==> src/rtl/uart_pkg.sv <==
// rtl/uart_pkg.sv - shared UART definitions used by both transmitter and receiver
//   DEFAULT_CLKS_PER_BIT : 100 MHz / 9600 baud
//   DATA_BITS            : payload bits per frame
//   uart_state_t         : frame FSM encodings
package uart_pkg;

  localparam int DEFAULT_CLKS_PER_BIT = 10416;
  localparam int DATA_BITS            = 8;

  typedef enum logic [2:0] {
    S_IDLE   = 3'd0,
    S_START  = 3'd1,
    S_DATA   = 3'd2,
    S_PARITY = 3'd3,
    S_STOP   = 3'd4
  } uart_state_t;

endpackage

==> src/rtl/uart_sync2.sv <==
// rtl/uart_sync2.sv - two-flop synchronizer for an asynchronous single-bit input
//   i_clk   : destination clock
//   i_rst   : synchronous active-high reset, both flops load RESET_VAL
//   i_async : asynchronous input
//   o_sync  : synchronized output, two cycles of latency
module uart_sync2 #(
  parameter logic RESET_VAL = 1'b1
) (
  input  logic i_clk,
  input  logic i_rst,
  input  logic i_async,
  output logic o_sync
);

  logic r_meta;
  logic r_sync;

  always_ff @(posedge i_clk) begin
    if (i_rst) begin
      r_meta <= RESET_VAL;
      r_sync <= RESET_VAL;
    end else begin
      r_meta <= i_async;
      r_sync <= r_meta;
    end
  end

  assign o_sync = r_sync;

endmodule

==> src/rtl/uart_rx.sv <==
// rtl/uart_rx.sv - UART receiver: 8 data bits LSB first, optional even parity, one stop bit
//   Optional parity bit enabled by defining UART_RX_PARITY_EN.
//   clk         : system clock
//   rst         : synchronous active-high reset
//   rx          : asynchronous serial input, idles high
//   rx_data     : received byte, stable while rx_valid=1
//   rx_valid    : byte available, held until accepted
//   rx_ready    : consumer accept (transfer when rx_valid & rx_ready)
//   rx_busy     : high from start-bit detect until IDLE is re-entered
//   frame_err   : 1-cycle pulse, stop bit sampled low
//   parity_err  : 1-cycle pulse, parity mismatch (constant 0 without parity)
//   overrun_err : 1-cycle pulse, frame completed while rx_valid still high
module uart_rx
  import uart_pkg::*;
#(
  parameter int CLKS_PER_BIT = DEFAULT_CLKS_PER_BIT
) (
  input  logic       clk,
  input  logic       rst,
  input  logic       rx,
  output logic [7:0] rx_data,
  output logic       rx_valid,
  input  logic       rx_ready,
  output logic       rx_busy,
  output logic       frame_err,
  output logic       parity_err,
  output logic       overrun_err
);

  localparam int CNT_W = $clog2(CLKS_PER_BIT);
  localparam int BIT_W = $clog2(DATA_BITS);
  localparam logic [CNT_W-1:0] HALF_LAST = CNT_W'(CLKS_PER_BIT / 2 - 1);
  localparam logic [CNT_W-1:0] FULL_LAST = CNT_W'(CLKS_PER_BIT - 1);
  localparam logic [BIT_W-1:0] LAST_BIT  = BIT_W'(DATA_BITS - 1);

  logic                 w_rx_s;
  uart_state_t          r_state;
  logic [CNT_W-1:0]     r_baud_cnt;
  logic [BIT_W-1:0]     r_bit_cnt;
  logic [DATA_BITS-1:0] r_shift;
  logic [DATA_BITS-1:0] r_data;
  logic                 r_valid;
  logic                 r_busy;
  logic                 r_armed;
  logic                 r_frame_err;
  logic                 r_overrun_err;
`ifdef UART_RX_PARITY_EN
  logic                 r_par_bad;
  logic                 r_parity_err;
`endif

  uart_sync2 #(.RESET_VAL(1'b1)) u_sync (
    .i_clk   (clk),
    .i_rst   (rst),
    .i_async (rx),
    .o_sync  (w_rx_s)
  );

  always_ff @(posedge clk) begin
    if (rst) begin
      r_state       <= S_IDLE;
      r_baud_cnt    <= '0;
      r_bit_cnt     <= '0;
      r_shift       <= '0;
      r_data        <= '0;
      r_valid       <= 1'b0;
      r_busy        <= 1'b0;
      r_armed       <= 1'b0;
      r_frame_err   <= 1'b0;
      r_overrun_err <= 1'b0;
`ifdef UART_RX_PARITY_EN
      r_par_bad     <= 1'b0;
      r_parity_err  <= 1'b0;
`endif
    end else begin
      r_frame_err   <= 1'b0;
      r_overrun_err <= 1'b0;
`ifdef UART_RX_PARITY_EN
      r_parity_err  <= 1'b0;
`endif
      // Accept is resolved before frame completion so a same-cycle accept
      // frees the slot; a later r_valid <= 1 in this block overrides the drop.
      if (r_valid && rx_ready) begin
        r_valid <= 1'b0;
      end

      case (r_state)
        S_IDLE: begin
          // Start only after the line has been seen high, so a held-low
          // line (break) cannot retrigger frame after frame.
          if (!w_rx_s && r_armed) begin
            r_state    <= S_START;
            r_baud_cnt <= '0;
            r_busy     <= 1'b1;
            r_armed    <= 1'b0;
          end else if (w_rx_s) begin
            r_armed <= 1'b1;
          end
        end

        S_START: begin
          if (r_baud_cnt == HALF_LAST) begin
            r_baud_cnt <= '0;
            if (!w_rx_s) begin
              r_state   <= S_DATA;
              r_bit_cnt <= '0;
            end else begin
              // Line recovered before mid start bit: a glitch, not a frame.
              r_state <= S_IDLE;
              r_busy  <= 1'b0;
            end
          end else begin
            r_baud_cnt <= r_baud_cnt + 1'b1;
          end
        end

        S_DATA: begin
          if (r_baud_cnt == FULL_LAST) begin
            r_baud_cnt <= '0;
            r_shift    <= {w_rx_s, r_shift[DATA_BITS-1:1]};
            if (r_bit_cnt == LAST_BIT) begin
              r_bit_cnt <= '0;
`ifdef UART_RX_PARITY_EN
              r_state   <= S_PARITY;
`else
              r_state   <= S_STOP;
`endif
            end else begin
              r_bit_cnt <= r_bit_cnt + 1'b1;
            end
          end else begin
            r_baud_cnt <= r_baud_cnt + 1'b1;
          end
        end

`ifdef UART_RX_PARITY_EN
        S_PARITY: begin
          if (r_baud_cnt == FULL_LAST) begin
            r_baud_cnt <= '0;
            // Even parity: data bits plus parity bit must XOR to zero.
            r_par_bad  <= w_rx_s ^ (^r_shift);
            r_state    <= S_STOP;
          end else begin
            r_baud_cnt <= r_baud_cnt + 1'b1;
          end
        end
`endif

        S_STOP: begin
          // Decided mid stop bit, leaving half a bit in IDLE to re-arm
          // before a back-to-back start edge.
          if (r_baud_cnt == FULL_LAST) begin
            r_baud_cnt <= '0;
            r_state    <= S_IDLE;
            r_busy     <= 1'b0;
            if (!w_rx_s) begin
              r_frame_err <= 1'b1;
`ifdef UART_RX_PARITY_EN
            end else if (r_par_bad) begin
              r_parity_err <= 1'b1;
`endif
            end else if (r_valid && !rx_ready) begin
              r_overrun_err <= 1'b1;
            end else begin
              r_data  <= r_shift;
              r_valid <= 1'b1;
            end
          end else begin
            r_baud_cnt <= r_baud_cnt + 1'b1;
          end
        end

        default: begin
          r_state <= S_IDLE;
          r_busy  <= 1'b0;
        end
      endcase
    end
  end

  assign rx_data     = r_data;
  assign rx_valid    = r_valid;
  assign rx_busy     = r_busy;
  assign frame_err   = r_frame_err;
  assign overrun_err = r_overrun_err;
`ifdef UART_RX_PARITY_EN
  assign parity_err  = r_parity_err;
`else
  assign parity_err  = 1'b0;
`endif

endmodule

==> config.mk <==
export PLATFORM = sky130hd
export DESIGN_NAME = uart_rx
export DESIGN_NICKNAME = d
export VERILOG_FILES = /design/src/rtl/uart_pkg.sv /design/src/rtl/uart_sync2.sv /design/src/rtl/uart_rx.sv
export SDC_FILE = /design/constraint.sdc
export NUM_CORES = 1
export LEC_CHECK = 0
export CORE_MARGIN = 1.5
export CORE_UTILIZATION = 24
export DETAILED_ROUTE_END_ITERATION = 6
export SYNTH_ARGS = -nofsm -noshare
export SYNTH_HDL_FRONTEND = slang
export SYNTH_SLANG_ARGS = --single-unit
==> constraint.sdc <==
create_clock -name clk -period 6.7 [get_ports clk]
set_input_delay 1.34 -clock clk [delete_from_list [all_inputs] [get_ports clk]]
set_output_delay 1.34 -clock clk [all_outputs]
set_load 0.01 [all_outputs]
==> metrics.md, run 1 <==
| Metric | Value |
|---|---|
| CTS Root Cell | clkbuf_8 |
| Mapped cell area | 1990 µm² |
| NetSw | approximately 0.11 mW |
| Worst path bufs/invs | 3 |
| Syn Inst Count | 240 |
| Vias in the first global route | 1521 |
| Tot Pwr | ~0.45 mW |
| Ports | 17 |
| First-pass GRT wire length | ~7.0 mm |
| Final period util | 0.399 |
| PwrDens | 196 nW/µm² |
| Status | finished clean |
| Register area share after synthesis | 0.432 |
| Ratio of cells with drive above 1 in the final layout | 0.0688 |
| Post CTS Setup Buffer Count | 0 |
| Slew of the pin with the lowest slew margin | roughly 0.65 ns |
| Final wirelength | between 4 and 5 mm |
| Gr ovfl total | 0 |
| FMAX | approximately 370 MHz |
| Largest net degree at the start of global routing | 35 |
| Sum Neg Setup Slack | 0 ns |
| Hold-fix buffers, CTS | 0 |
| Yosys cell types | 46 |
| Crit Path Category | in -> reg |
| Most frequent cells in the layout | dfxtp_1, nand2_1, nor2_1 |
| Synth warnings | 0 |
| DIE AREA | 8870 µm² |
| CTS buffer count | 5 |
| Comb pwr share | 0.043 |
| DRC | 0 |
| Worst skew pair latency | between 0.3 and 0.4 ns |
| Crit Path Max Fanout | 34 |
| Clock network power share | 0.381 |
| Net Sw Frac | 0.247 |
| Final Skew | between 0.015 and 0.02 ns |
| Max incr delay on CP | 0.46 ns |
| P_leak | about 0.80 nW |
| HP Class | reg -> reg |
| Commonest non-fill, non-tap cell in the layout | dfxtp_1 |
| Hold Fails Final Rpt | 0 |
| First drt pass iteration count | 4 |
| CTS max path bufs | 2 |
| Area Overhead vs Synth | 15.4% |
| Cell family with most CP delay | buffers and inverters |
| Routability-driven placement congestion ratio | about 0.81 |
| Port Buffers | 15 |
| Global Route Usage Sum | 0.0994 |
| Slew HR | 0.562 |
| CP required | a little under 7 ns |
| Post-Syn Nets | approximately 250 |
| CTS Sinks | 43 |
| Worst path cell trace | clkdlybuf4s50_1 -> buf_4 -> inv_1 -> nand2_1 -> a31oi_1 -> o21ai_0 -> o21ai_0 |
| Number of synthesized register bits | 43 |
| Sequential power share | 0.577 |
| Initial Util | 0.245 |
| Row cnt | 33 |
| # diodes | 0 |
| CTS clk-pin slew, worst paths | about 0.1 ns |
| Total Nets Final | 253 |
| Final setup violation count | 0 |
| DR WL/cell | 11.5 µm |
| VDD IR max | between 0.07 and 0.08 mV |
| Max cap viols | 0 |
| 1st-iter DRT viols | between 150 and 200 |
| Die X | 94.2 µm |
| Power Internal | approximately 0.34 mW |
| Height of the die | 94.2 µm |
| Final min period | 2.67 ns |
| Crit path DAT | approximately 2.9 ns |
| Placed wire-length estimate | 2.79 mm |
| Via count | around 1700 |
| Post-DRT Antenna Nets | 0 |
| Vias per inst | 4.74 |
| H-tree Lvls | 2 |
| Crit start category | input port |
| Final Max Slew Viols | 0 |
| Core Area | 8130 µm² |
| TritonCTS clock tree | done |
| CP Capture Type | register |
| Syn_area_per_cell | 8.31 µm² |
| CP dominant cell by count | o21ai_0 |
| Cts repair resizes | 0 |
| Initial antenna violation count | 0 |
| Slowest stage cell, crit path | clkdlybuf4s50_1 |
| RSZ-0062 raised after global routing | false |
cell type report:
class                   count  area [µm²]
fillers                   851        5830
inverters                   4        15.0
multi-input cells         176        1040
flip-flops and latches     43         861
repair buffers             16         158
well taps                 105         131
clock inverters             3        25.0
clock buffers               5        68.8
cell families after synthesis:
logic type | Yosys count | share of synthesized area
DFF | 43 | 0.432
xor gates and xnor gates | 3 | 0.0132
and+or+nand+nor | 109 | 0.285
buffers and inverters | 21 | 0.0458
muxes | 9 | 0.0452
AOI/OAI and AO/OA | 50 | 0.154
other | 1 | 0.00188
adders and majority gates | 4 | 0.0238
power by group through the flow:
stage | registers [mW] | logic [mW] | clock network (mW)
2_1_floorplan | 0.265 | 0.0144 | 0
3_3_place_gp | 0.266 | 0.0195 | 0
3_5_place_dp | 0.266 | 0.0190 | 0
4_1_cts | 0.260 | 0.0192 | 0.179
5_1_grt | 0.261 | 0.0216 | 0.189
6_report | 0.260 | 0.0192 | 0.172
state kept, by name (all words and copies together), names as in the netlist:
name,flops
frame_err,1
overrun_err,1
r_armed,1
r_baud_cnt,14
r_bit_cnt,3
r_shift,8
r_state,3
rx_busy,1
rx_data,8
rx_valid,1
u_sync.o_sync,1
u_sync.r_meta,1
metal layers:
metal	global-route usage	routed length, µm
met5	0	0
met4	0.0348	18
met3	0.0364	171
met2	0.144	1780
met1	0.134	2080
per-stage QoR:
step	hold slack (ns)	std cells	area (µm²)	util	setup slack [ns]
after global placement	0.394	344	2210	0.271	3.71
after floorplan	0.389	240	1990	-	4.48
after CTS	0.420	352	2300	0.283	4.05
final	0.418	352	2300	0.283	4.03
after global routing	0.425	352	2300	0.283	3.93
after detailed placement	0.400	344	2210	0.271	3.73
cells in the mapped netlist, drive strengths merged:
master | n | share of area
dfxtp | 43 | 0.43
nand2 | 39 | 0.073
nor2 | 21 | 0.040
a21oi | 18 | 0.045
clkbuf | 14 | 0.026
o21ai | 10 | 0.025
mux2i | 9 | 0.045
nand3 | 9 | 0.023
nand4 | 7 | 0.029
a31oi | 5 | 0.016
nor3 | 5 | 0.013
inv | 4 | 0.0075
nand2b | 4 | 0.013
nor4 | 4 | 0.020
o22ai | 4 | 0.016
or2 | 4 | 0.013
and3 | 3 | 0.0094
buf | 3 | 0.012
ha | 3 | 0.019
nor3b | 3 | 0.011
xnor2 | 3 | 0.013
a21o | 2 | 0.0075
a32oi | 2 | 0.0088
and2 | 2 | 0.0063
nor2b | 2 | 0.0063
o211ai | 2 | 0.0075
o21a | 2 | 0.0075
a211o | 1 | 0.0044
a211oi | 1 | 0.0038
a22oi | 1 | 0.0038
a311oi | 1 | 0.0044
a41oi | 1 | 0.0044
and4 | 1 | 0.0044
conb | 1 | 0.0019
maj3 | 1 | 0.0050
nand3b | 1 | 0.0038
nand4b | 1 | 0.0044
nor4b | 1 | 0.0044
nor4bb | 1 | 0.0050
or4b | 1 | 0.0069
final timing paths:
path              cells after the start  slack (ns)             to     startpoint
setup / recovery                      7        4.03  r_baud_cnt[9]            rst
hold / removal                        1        0.42  u_sync.o_sync  u_sync.r_meta
setup reg to reg                      5        4.13   r_bit_cnt[0]  r_baud_cnt[4]
hold reg to reg                       1        0.42  u_sync.o_sync  u_sync.r_meta
worst reg2reg max path, delay by kind of cell, from the launching register on:
family             cells  cell delay [ns]
AOI/OAI and AO/OA      2             0.51
and+or+nand+nor        3             1.61
DFF                    1             0.37
(Power assumes the default switching activity.)
==> run 2: changes to the inputs <==
==> constraint.sdc (replaced) <==
create_clock -name clk -period 2.7 [get_ports clk]
set_input_delay 0.54 -clock clk [delete_from_list [all_inputs] [get_ports clk]]
set_output_delay 0.54 -clock clk [all_outputs]
set_load 0.01 [all_outputs]
==> metrics.md, run 2 (synthesis gave the netlist of run 1 again) <==
| Metric | Value |
|---|---|
| Power Internal | 0.839 mW (+150%) |
| VDD IR max | 0.194 mV (+160%) |
| Commonest non-fill, non-tap cell in the layout | dfxtp_1 |
| Fin cells | 357 (+1.4%) |
| Final setup violation count | 0 (unchanged) |
| Area Overhead vs Synth | 17.0% |
| Cell family with most CP delay | compound AO/OA/AOI/OAI gates |
| Post CTS Setup Buffer Count | 0 (unchanged) |
| First drt pass iteration count | 5 (+1) |
| Sum Neg Setup Slack | 0 ns (unchanged) |
| DRC | 0 (unchanged) |
| Worst skew pair latency | 0.29 ns (-0.02 ns) |
| HP Class | reg -> reg |
| Port Buffers | 15 (unchanged) |
| CP Capture Type | register |
| Net Sw Frac | 0.236 (-0.0110) |
| CTS max path bufs | 2 (unchanged) |
| Min Hold Slack | 0.411 ns (-0.00664 ns) |
| Largest net degree at the start of global routing | 18 (-49%) |
| Initial antenna violation count | 0 (unchanged) |
| Max incr delay on CP | 0.56 ns (+0.10 ns) |
| 1st-iter DRT viols | 192 (+26%) |
| Crit Path Max Fanout | 14 (-59%) |
| Initial Util | 0.245 (unchanged) |
| DR WL/cell | 11.5 µm (-0.50%) |
| Tot Pwr | 1.10 mW (+140%) |
| Max cap viols | 0 (unchanged) |
| First-pass GRT wire length | 7.22 mm (+2.9%) |
| Global Route Usage Sum | 0.101 (+0.00157) |
| H-tree Lvls | 2 (unchanged) |
| Hold Startpoint | u_sync.r_meta |
| CTS Sinks | 43 (unchanged) |
| Die X | 94.2 µm (unchanged) |
| CP Launch Point | r_baud_cnt[0] |
| P_leak | 0.820 nW (+2.6%) |
| Crit Path Category | reg -> reg |
| Via count | 1701 (+2.0%) |
| Total Nets Final | 258 (+2.0%) |
| RSZ-0062 raised after global routing | false |
| Crit start category | register |
| Fillcell total | 852 (+0.12%) |
| Final instance area | 2330 µm² (+1.4%) |
| Ports | 17 (unchanged) |
| Vias per inst | 4.76 (+0.61%) |
| TritonCTS clock tree | done |
| CTS buffer count | 5 (unchanged) |
| Slew of the pin with the lowest slew margin | 0.624 ns (-0.0281 ns) |
| Slowest stage cell, crit path | o22ai_2 |
| Height of the die | 94.2 µm (unchanged) |
| Largest Register | r_baud_cnt |
| Final Util | 0.287 (+0.00400) |
| Place WS | 0.575 ns (-3.15 ns) |
| Worst R2R Start | r_baud_cnt[0] |
| Row cnt | 33 (unchanged) |
| Final period util | 0.799 |
| Sequential power share | 0.588 (+0.011) |
| Final min period | 2.16 ns |
| Crit path DAT | 2.38 ns (-0.48 ns) |
| Status | finished clean |
| Hold Fails Final Rpt | 0 (unchanged) |
| CTS clk-pin slew, worst paths | 0.08 ns (-0.02 ns) |
| Placed cells | 349 (+1.5%) |
| Worst path bufs/invs | 0 (-3) |
| Gr ovfl total | 0 (unchanged) |
| Final wirelength | 4.09 mm (+0.91%) |
| # diodes | 0 (unchanged) |
| Final worst setup slack | 0.543 ns (-3.49 ns) |
| Final Skew | 0.00906 ns (-0.00762 ns) |
| Clock network power share | 0.368 (-0.013) |
| CTS Root Cell | clkbuf_8 |
| DIE AREA | 8870 µm² (unchanged) |
| Placed wire-length estimate | 2.93 mm (+4.8%) |
| Vias in the first global route | 1531 (+0.66%) |
| PwrDens | 471 nW/µm² (+140%) |
| Most frequent cells in the layout | dfxtp_1, nand2_1, nor2_1 |
| NetSw | 0.259 mW (+130%) |
| Cts repair resizes | 0 (unchanged) |
| Final Max Slew Viols | 0 (unchanged) |
| CP required | 2.92 ns (-3.97 ns) |
| Max reg flops | 14 (unchanged) |
| Post-DRT Antenna Nets | 0 (unchanged) |
| Worst path cell trace | ha_1 -> nor4bb_1 -> and4_1 -> o22ai_2 -> nand2_1 -> o22ai_1 |
| Hold-fix buffers, CTS | 0 (unchanged) |
| Core Area | 8130 µm² (unchanged) |
| Slew HR | 0.584 (+0.0220) |
| Ratio of cells with drive above 1 in the final layout | 0.0873 (+0.0185) |
| DP Area | 2240 µm² (+1.7%) |
| FMAX | ~460 MHz |
| Routability-driven placement congestion ratio | 0.849 (+5.2%) |
| Comb pwr share | 0.044 (about the same) |
## run 2: cell count changes in the layout (fill, tap and decap cells not counted)
cell | previous run | this run
clkinv_2 | 0 | 1
clkinv_4 | 2 | 0
buf_4 | 1 | 6
clkinvlp_4 | 1 | 2
## run 2: layout make-up
class	count	area (µm²)	share of cell area
Clock buffer	5	68.8	0.0295
Clock inverter	3	20.0	0.00858
Tap cell	105	131	0.0563
Sequential cell	43	861	0.369
Multi-Input combinational cell	176	1040	0.447
Timing Repair Buffer	21	195	0.0836
Inverter	4	15.0	0.00643
## run 2: routing by layer
layer / global-route usage / up-vias / part of all wire
li1: - / 869 / -
met4: 0.0398 / 0 / 0.0037
met5: 0 / - / 0
met3: 0.0259 / 2 / 0.047
met2: 0.153 / 34 / 0.45
met1: 0.135 / 796 / 0.50
## run 2: final timing paths
kind	depth (start not counted)	end	slack, ns
max	6	r_baud_cnt[6]	0.54
min	1	u_sync.o_sync	0.41
max reg2reg	6	r_baud_cnt[6]	0.54
min reg2reg	1	u_sync.o_sync	0.41
## run 2: power by group through the flow
stage | clock network, mW | registers (mW) | logic (mW)
2_1_floorplan | 0 | 0.658 | 0.0357
3_3_place_gp | 0 | 0.660 | 0.0486
6_report | 0.404 | 0.645 | 0.0486
3_5_place_dp | 0 | 0.660 | 0.0491
5_1_grt | 0.450 | 0.646 | 0.0548
4_1_cts | 0.425 | 0.645 | 0.0494
==> run 3: changes to the inputs <==
==> constraint.sdc (replaced) <==
create_clock -name clk -period 2 [get_ports clk]
set_input_delay 0.4 -clock clk [delete_from_list [all_inputs] [get_ports clk]]
set_output_delay 0.4 -clock clk [all_outputs]
set_load 0.01 [all_outputs]
==> metrics.md, run 3 (synthesis gave the netlist of run 1 again) <==
| Metric | Value |
|---|---|
| H-tree Lvls | 2 (unchanged) |
| Fillcell total | 828 (-2.8%) |
| Final worst setup slack | -0.0323 ns (-0.575 ns) |
| First drt pass iteration count | 4 (-1) |
| Vias per inst | 4.77 (+0.18%) |
| Status | finished with violations |
| Global Route Usage Sum | 0.113 (+0.0119) |
| Placed cells | 367 (+5.2%) |
| Crit Path Max Fanout | 5 (-9) |
| Sum Neg Setup Slack | -0.0323 ns (-0.0323 ns) |
| Worst reg-to-reg setup slack | -0.03 ns (-0.58 ns) |
| Largest Register | r_baud_cnt |
| # diodes | 0 (unchanged) |
| Worst path bufs/invs | 2 (+2) |
| Placed wire-length estimate | 3.24 mm (+11%) |
| Fin cells | 379 (+6.2%) |
| Vias in the first global route | 1637 (+6.9%) |
| Highest routing layer actually used | met4 |
| Levels on crit path | 7 (+1) |
| Final period util | 1.02 (+0.217) |
| Max cap viols | 0 (unchanged) |
| CTS max path bufs | 2 (unchanged) |
| Worst skew pair latency | 0.31 ns (+0.02 ns) |
| Crit Path Category | reg -> reg |
| Worst R2R Start | r_baud_cnt[4] |
| FF-to-FF End | r_baud_cnt[2] |
| Largest net degree at the start of global routing | 33 (+15) |
| Port Buffers | 15 (unchanged) |
| Core Area | 8130 µm² (unchanged) |
| Clock network power share | 0.367 (about the same) |
| CTS Root Cell | clkbuf_8 |
| Final Skew | 0.0129 ns (+0.00388 ns) |
| Met2 WL post-DR | 2.13 mm (+16%) |
| Met3 routed WL | 177 µm (-7.8%) |
| Crit path DAT | 2.24 ns (-0.14 ns) |
| Max reg flops | 14 (unchanged) |
| Ports | 17 (unchanged) |
| Post-DRT Antenna Nets | 0 (unchanged) |
| Final setup violation count | 1 (+1) |
| DIE AREA | 8870 µm² (unchanged) |
| CTS clk-pin slew, worst paths | 0.09 ns (about the same) |
| DRC | 0 (unchanged) |
| P_leak | 0.947 nW (+16%) |
| Ratio of cells with drive above 1 in the final layout | 0.201 (+0.113) |
| Height of the die | 94.2 µm (unchanged) |
| Comb pwr share | 0.058 (+0.014) |
| Total Nets Final | 280 (+8.5%) |
| RSZ-0062 raised after global routing | true |
| Hold Fails Final Rpt | 0 (unchanged) |
| Met1 wire length | 2.32 mm (+14%) |
| Cell family with most CP delay | simple AND/OR/NAND/NOR gates |
| CTS Sinks | 43 (unchanged) |
| Routability-driven placement congestion ratio | 0.836 (-1.6%) |
| Commonest non-fill, non-tap cell in the layout | dfxtp_1 |
| Final wirelength | 4.72 mm (+15%) |
| NetSw | 0.366 mW (+41%) |
| Initial Util | 0.245 (unchanged) |
| CTS buffer count | 5 (unchanged) |
| Initial antenna violation count | 0 (unchanged) |
| TritonCTS clock tree | done |
| Final min period | 2.03 ns (-0.125 ns) |
| Worst Reg-to-Reg Cells | 7 (+1) |
| PwrDens | 584 nW/µm² (+24%) |
| Most frequent cells in the layout | dfxtp_1, nand2_1, buf_4 |
| Die X | 94.2 µm (unchanged) |
| Power Internal | 1.14 mW (+36%) |
| Gr ovfl total | 0 (unchanged) |
| CP Capture Type | register |
| FMAX | 492 MHz (+6.1%) |
| Area Overhead vs Synth | 29.6% |
| VDD IR max | 0.365 mV (+88%) |
| HP Class | reg -> reg |
| Via count | 1809 (+6.3%) |
| Sequential power share | 0.575 (-0.013) |
| DR WL/cell | 12.5 µm (+8.7%) |
| 1st-iter DRT viols | 192 (unchanged) |
| First-pass GRT wire length | 7.86 mm (+8.9%) |
| Worst path cell trace | or4b_4 -> nor4_4 -> buf_4 -> o22ai_4 -> buf_6 -> a32oi_1 -> o21ai_1 |
| Hold-fix buffers, CTS | 0 (unchanged) |
| Net Sw Frac | 0.242 (+0.00636) |
| Row cnt | 33 (unchanged) |
| Hold Startpoint | u_sync.r_meta |
| Crit start category | register |
| Final Max Slew Viols | 0 (unchanged) |
| Max incr delay on CP | 0.52 ns (-0.04 ns) |
| Violated checks | setup timing |
| CP Launch Point | r_baud_cnt[4] |
| Worst setup path end | r_baud_cnt[2] |
| Slowest stage cell, crit path | or4b_4 |
| CP required | 2.20 ns (-0.72 ns) |
-- run 3: changes by cell type in the layout (fill, tap and decap cells not counted), moves of 2 or more --
cell	change
o21ai_0	-2
nor2_1	-2
dfxtp_2	+2
o21ai_2	+3
buf_6	+4
dfxtp_1	-3
o22ai_4	+2
buf_4	+16
-- run 3: area by class of cell --
| type | count | area (µm²) | area share |
|---|---|---|---|
| clock inverters | 2 | 12.5 | 0.00484 |
| well taps | 105 | 131 | 0.0508 |
| multi-input cells | 177 | 1110 | 0.428 |
| flip-flops and latches | 43 | 867 | 0.335 |
| inverters | 4 | 15.0 | 0.00581 |
| repair buffers | 42 | 380 | 0.147 |
| clock buffers | 6 | 72.6 | 0.0281 |
-- run 3: metrics by stage --
| stage | power (mW) | utilization | instance area, µm² | worst slack, ns | hold WS, ns |
|---|---|---|---|---|---|
| finish | 1.51 | 0.318 | 2580 | -0.0323 | 0.418 |
| global route | 1.57 | 0.318 | 2580 | -0.111 | 0.437 |
| CTS | 1.52 | 0.305 | 2480 | -0.0399 | 0.421 |
| detailed placement | 0.968 | 0.295 | 2400 | -0.0137 | 0.400 |
| global placement | 0.966 | 0.295 | 2400 | -0.00556 | 0.392 |
| floorplan | 0.936 | - | 2000 | -0.0749 | 0.389 |
-- run 3: worst min-delay path by stage --
stage,to,slack [ns],cells past startpoint
finish,u_sync.o_sync,0.42,1
detailed placement,u_sync.o_sync,0.40,1
floorplan,u_sync.o_sync,0.39,1
global placement,u_sync.o_sync,0.39,1
global route,u_sync.o_sync,0.44,1
CTS,u_sync.o_sync,0.42,1
-- run 3: power by group through the flow --
stage | Sequential (mW) | Combinational [mW] | Clock, mW
floorplan | 0.888 | 0.0481 | 0
global route | 0.870 | 0.0976 | 0.607
finish | 0.868 | 0.0882 | 0.554
global placement | 0.889 | 0.0765 | 0
detailed placement | 0.890 | 0.0776 | 0
CTS | 0.870 | 0.0777 | 0.574
-- run 3: per-layer routing --
layer | vias up | GRT usage
met1 | 840 | 0.150
met3 | 9 | 0.0332
met5 | - | 0
li1 | 919 | -
met4 | 0 | 0.0460
met2 | 41 | 0.169
-- run 3: repair_timing --
action / 4_1_cts / 5_1_grt
resized for setup: 0 / 19
setup buffers: 0 / 3
cloned: 0 / 1
pin swaps: 2 / 6
setup endpoints to repair: 11 / 31
